--- config.mk ---
export PLATFORM = sky130hd
export DESIGN_NAME = hazard_ctrl
export DESIGN_NICKNAME = d
export VERILOG_FILES = /design/src/rtl/hazard_ctrl_pkg.sv /design/src/rtl/hazard_ctrl_md_busy_tracker.sv /design/src/rtl/hazard_ctrl.sv
export SDC_FILE = /design/constraint.sdc
export NUM_CORES = 1
export LEC_CHECK = 0
export BUFFER_PORTS_ARGS = -buffer_cell sky130_fd_sc_hd__clkbuf_2
export CAP_MARGIN = 20
export CORE_MARGIN = 5
export CORE_UTILIZATION = 53
export DETAILED_ROUTE_END_ITERATION = 16
export PLACE_DENSITY = 0.81
export SLEW_MARGIN = 25
export SYNTH_ARGS = -nofsm -noshare
export SYNTH_HDL_FRONTEND = slang
export SYNTH_HIERARCHICAL = 1
export SYNTH_SLANG_ARGS = --single-unit
--- constraint.sdc ---
create_clock -name clk -period 3.75 [get_ports clk]
set_input_delay 0.375 -clock clk [delete_from_list [all_inputs] [get_ports clk]]
set_output_delay 0.375 -clock clk [all_outputs]
set_load 0.02 [all_outputs]
--- src/rtl/hazard_ctrl_pkg.sv ---
// Shared pipeline-control constants: Tuse/Tnew encoding and MDU latencies.
// Also sizes the MDU countdown so either latency fits.
package hazard_ctrl_pkg;

  localparam logic [1:0] TUSE_NONE = 2'd3;
  localparam logic [1:0] TNEW_MAX  = 2'd2;

  localparam int MULT_CYCLES_DEF = 5;
  localparam int DIV_CYCLES_DEF  = 10;

  // Countdown width: holds the longer latency, never narrower than 4 bits.
  function automatic int md_cnt_width(input int mult_cycles, input int div_cycles);
    int longest;
    int w;
    longest = (mult_cycles > div_cycles) ? mult_cycles : div_cycles;
    w = $clog2(longest + 1);
    return (w < 4) ? 4 : w;
  endfunction

endpackage

--- src/rtl/hazard_ctrl_md_busy_tracker.sv ---
// MDU occupancy countdown: loaded on a mult/div start in E, decremented to zero.
// md_busy reflects the registered count and is held low while reset is asserted.
module md_busy_tracker
  import hazard_ctrl_pkg::*;
#(
  parameter int MULT_CYCLES = MULT_CYCLES_DEF,
  parameter int DIV_CYCLES  = DIV_CYCLES_DEF
) (
  input  logic clk,
  input  logic reset,
  input  logic E_md_start,
  input  logic E_md_is_div,
  output logic md_busy
);

  localparam int CW = md_cnt_width(MULT_CYCLES, DIV_CYCLES);

  logic [CW-1:0] md_cnt_q, md_cnt_d;

  // A start while the unit is still counting is dropped rather than restarting it.
  always_comb begin
    md_cnt_d = md_cnt_q;
    if (E_md_start && (md_cnt_q == '0)) begin
      md_cnt_d = E_md_is_div ? CW'(DIV_CYCLES) : CW'(MULT_CYCLES);
    end else if (md_cnt_q != '0) begin
      md_cnt_d = md_cnt_q - 1'b1;
    end
  end

  always_ff @(posedge clk) begin
    if (reset) begin
      md_cnt_q <= '0;
    end else begin
      md_cnt_q <= md_cnt_d;
    end
  end

  assign md_busy = !reset && (md_cnt_q != '0);

  a_no_start_while_busy: assert property (
    @(posedge clk) disable iff (reset) !(E_md_start && (md_cnt_q != '0))
  );

endmodule

--- src/rtl/hazard_ctrl.sv ---
// Stall/flush controller: RAW hazards on rs/rt against E and M, plus MDU waits.
// Stall decisions are combinational; only md_busy and stall_cnt come from state.
module hazard_ctrl
  import hazard_ctrl_pkg::*;
#(
  parameter int MULT_CYCLES = MULT_CYCLES_DEF,
  parameter int DIV_CYCLES  = DIV_CYCLES_DEF,
  parameter int CNT_W       = 32
) (
  input  logic             clk,
  input  logic             reset,
  input  logic [4:0]       D_rs,
  input  logic [4:0]       D_rt,
  input  logic [1:0]       D_tuse_rs,
  input  logic [1:0]       D_tuse_rt,
  input  logic             D_is_md,
  input  logic [4:0]       E_wa,
  input  logic [1:0]       E_tnew,
  input  logic [4:0]       M_wa,
  input  logic [1:0]       M_tnew,
  input  logic             E_md_start,
  input  logic             E_md_is_div,
  output logic             pc_en,
  output logic             fd_en,
  output logic             de_flush,
  output logic             stall,
  output logic             md_busy,
  output logic [CNT_W-1:0] stall_cnt
);

  logic hit_rs_e, hit_rs_m, hit_rt_e, hit_rt_m;
  logic stall_raw, stall_md;
  logic [CNT_W-1:0] stall_cnt_q;

  md_busy_tracker #(
    .MULT_CYCLES (MULT_CYCLES),
    .DIV_CYCLES  (DIV_CYCLES)
  ) u_md_busy_tracker (
    .clk         (clk),
    .reset       (reset),
    .E_md_start  (E_md_start),
    .E_md_is_div (E_md_is_div),
    .md_busy     (md_busy)
  );

  // $0 is never a real producer; Tuse of "not used" exceeds any Tnew, so it cannot hit.
  assign hit_rs_e = (D_rs == E_wa) && (E_wa != 5'd0) && (D_tuse_rs < E_tnew);
  assign hit_rs_m = (D_rs == M_wa) && (M_wa != 5'd0) && (D_tuse_rs < M_tnew);
  assign hit_rt_e = (D_rt == E_wa) && (E_wa != 5'd0) && (D_tuse_rt < E_tnew);
  assign hit_rt_m = (D_rt == M_wa) && (M_wa != 5'd0) && (D_tuse_rt < M_tnew);

  assign stall_raw = hit_rs_e || hit_rs_m || hit_rt_e || hit_rt_m;
  assign stall_md  = D_is_md && (md_busy || E_md_start);

  assign stall    = !reset && (stall_raw || stall_md);
  assign pc_en    = !stall;
  assign fd_en    = !stall;
  assign de_flush = stall;

  always_ff @(posedge clk) begin
    if (reset) begin
      stall_cnt_q <= '0;
    end else if (stall && !(&stall_cnt_q)) begin
      stall_cnt_q <= stall_cnt_q + 1'b1;
    end
  end

  assign stall_cnt = stall_cnt_q;

endmodule
==> impl_metrics.py <==
metrics = {
    "cells_and_area": {
        "area_delta_synth_final_pct": 17.6,
        "fill_cells": 382,
        "drive_gt1_share_pct": 27.7,
        "layout_common_cells": "69 x clkbuf_2, 36 x dfxtp_1, 24 x nor2_1, 17 x a21oi_1, 16 x or4_1",
        "final_core_util_pct": 65.5,
        "nets": 394,
        "antenna_cells_inserted": 0,
        "layout_commonest_cell": "clkbuf_2",
    },
    "clock_network": {
        "cts_setup_buffers": 0,
        "clock-root-buffer": "clkbuf_8",
        "clock-sinks": 36,
        "htree_levels": 2,
        "cts_tree": "yes",
        "clkTransAtPathRegs_ps": 70,
        "clock_latency_ps": 290,
        "hold_buffers": 0,
        "postCtsResizedCells": 0,
        "clock_path_buffers": 2,
        "cts_buffers": 5,
    },
    "yosys": {
        "synth_top_cell_by_area": "dfxtp_1",
        "syn_nets": 331,
        "synth_flop_cell": "dfxtp_1",
        "ys_types": 49,
        "synth-seq-cells": 36,
        "synthArstFlopShare_pct": 0,
        "synth_top_area_share_pct": 29.1,
        "synth.avg_cell_area_um2": 8.51,
        "synth_edf_count": 0,
        "yosys_warnings": 6,
        "netlist_area_um2": 2480,
        "yosysSeqAreaShare_pct": 29.1,
        "syn_inst": 291,
        "synth_area_leaders": "dfxtp_1 29%, mux2_1 6.4%, or4_1 4.9%",
    },
    "detailed_routing": {
        "drt_pre_antenna_iters": 4,
        "drt_iter0_drc": 111,
        "vias": 2405,
        "ant_nets": 0,
        "routed_wl_um": 5810,
        "wl_per_cell_um": 14.3,
        "vias_per_cell": 5.92,
        "remaining_drc_errors": 0,
    },
    "place": {
        "gp_congestion": 0.796,
        "hpwl_um": 4250,
        "port_buffers": 69,
    },
    "die": {
        "rows": 24,
        "start_util_pct": 55.7,
        "die_width_um": 78.4,
        "core_um2": 4440,
        "dieArea_um2": 6140,
        "ios": 70,
        "die_height_um": 78.4,
    },
    "min_path": {
        "hold_depth": 3,
        "min-delay-start": "E_md_is_div",
        "worstHoldPathType": "in2reg",
        "holdPathEnd": "u_md_busy_tracker/md_cnt_q[1]$_SDFFE_PP0P_",
    },
    "power": {
        "powerDensity_nw_per_um2": 346,
        "vdd_drop_max_uv": 304,
        "leakage_uw": 0.00122,
    },
    "timing": {
        "rsz0062_at_grt": "false",
        "finClkSkew_ps": 6.27,
        "post-route-period-util_pct": 77.7,
        "finalHoldViolations": 0,
        "finalSetupViolations": 0,
        "slew_viol_final": 0,
        "worstMarginPinSlew_ps": 525,
        "slew_headroom_pct": 64.7,
        "fmax_mhz": 343,
        "fin_crit_ps": 2910,
        "fin_setup_tns_ps": 0,
    },
    "setup_path": {
        "crit_type": "reg2out",
        "worst_ep_arrival_time_ps": 2540,
        "endpoint_kind": "output pin",
        "reg2reg_to": "stall_cnt[4]$_SDFFE_PP0P_",
        "reg2reg_from": "stall_cnt[0]$_SDFFE_PP0P_",
        "reg2regPathDepth": 8,
        "critPathLaunch": "u_md_busy_tracker/md_cnt_q[0]$_SDFFE_PP0P_",
        "cp-start-kind": "flop",
        "required_ps": 3380,
        "r2r_slack_ps": 910,
        "worstPathMaxFanout": 50,
    },
    "global_routing": {
        "grt_usage_pct": 19.6,
        "first_global_vias": 2273,
        "grt.overflow.total": 0,
        "grt_pass1_wl_um": 10000,
        "grt_max_degree": 55,
        "antenna_found_initial": 0,
    },
    "job": {
        "maxCapViolations": 0,
    },
    "status": {
        "status": "finished clean",
    },
}
==> state kept, by name (all words and copies together), names as in the netlist <==
name	flops
stall_cnt	32
u_md_busy_tracker/md_cnt_q	4
==> metal layers <==
layer / wire, µm / track usage [%] / vias to the layer above
met2: 2740 / 33.2 / 76
met4: 59 / 4.90 / 0
met3: 454 / 7.21 / 8
met5: 0 / 0 / -
met1: 2560 / 23.5 / 1123
li1: - / - / 1198
==> synthesized netlist by cell type (7+ instances only) <==
| master | instances |
|---|---|
| ha_1 | 7 |
| nor2_1 | 24 |
| xnor2_1 | 8 |
| o21ai_0 | 7 |
| a21oi_1 | 17 |
| nand2_1 | 13 |
| nand4_1 | 9 |
| nor3_1 | 8 |
| mux2_1 | 14 |
| xor2_1 | 13 |
| nor4_1 | 12 |
| inv_1 | 10 |
| nor2b_1 | 15 |
| o31ai_1 | 10 |
| dfxtp_1 | 36 |
| or4_1 | 16 |
| nand3_1 | 12 |
==> report_power, final <==
part / internal (µW) / switching [µW] / leakage [µW]
combinational: 114 / 147 / 0.000882
sequential: 406 / 33.3 / 0.000291
clock: 164 / 142 / 0.0000503
total: 684 / 322 / 0.00122
==> worst max path at each step <==
stage,end,slack (ps)
2_1_floorplan,stall,1150
3_3_place_gp,de_flush,900
3_5_place_dp,stall,860
4_1_cts,stall,830
5_1_grt,de_flush,630
6_report,stall,840
==> worst max-delay path, stage by stage, from the launching register on <==
cell      delay [ps]
dfxtp_1          350
inv_1             90
ha_1             210
nor3b_4          300
nor2_1            90
o21a_1           220
nor3_4           160
buf_4            410
or2_2            210
inv_1             50
clkbuf_2         140
==> cells by family (layout without fill, tap and decap cells) <==
group / after synthesis / after routing / synth area share [%]
muxes: 15 / 15 / 6.82
DFF: 36 / 36 / 29.1
buffers and inverters: 26 / 89 / 5.56
and+or+nand+nor: 142 / 142 / 36.4
xor gates and xnor gates: 21 / 21 / 7.43
adders and majority gates: 7 / 7 / 3.54
AOI/OAI and AO/OA: 44 / 44 / 11.2
==> final cells by class <==
class | instances | area (µm²) | share of cell area (%)
Clock buffer | 7 | 96.3 | 3.31
Inverter | 10 | 37.5 | 1.29
Multi-Input combinational cell | 229 | 1620 | 55.8
Sequential cell | 36 | 721 | 24.8
Tap cell | 52 | 65.1 | 2.23
Timing Repair Buffer | 72 | 368 | 12.6
==> metrics by stage <==
stage	power, µW	instance area, µm²	cells	setup slack, ps	hold slack (ps)
2_1_floorplan	643	2480	291	1150	447
3_3_place_gp	696	2820	399	903	478
3_5_place_dp	710	2820	399	859	492
4_1_cts	1010	2910	406	833	400
5_1_grt	1070	2910	406	632	415
6_report	1010	2910	406	837	407
Note: power is estimated with default switching activity, not from simulation.
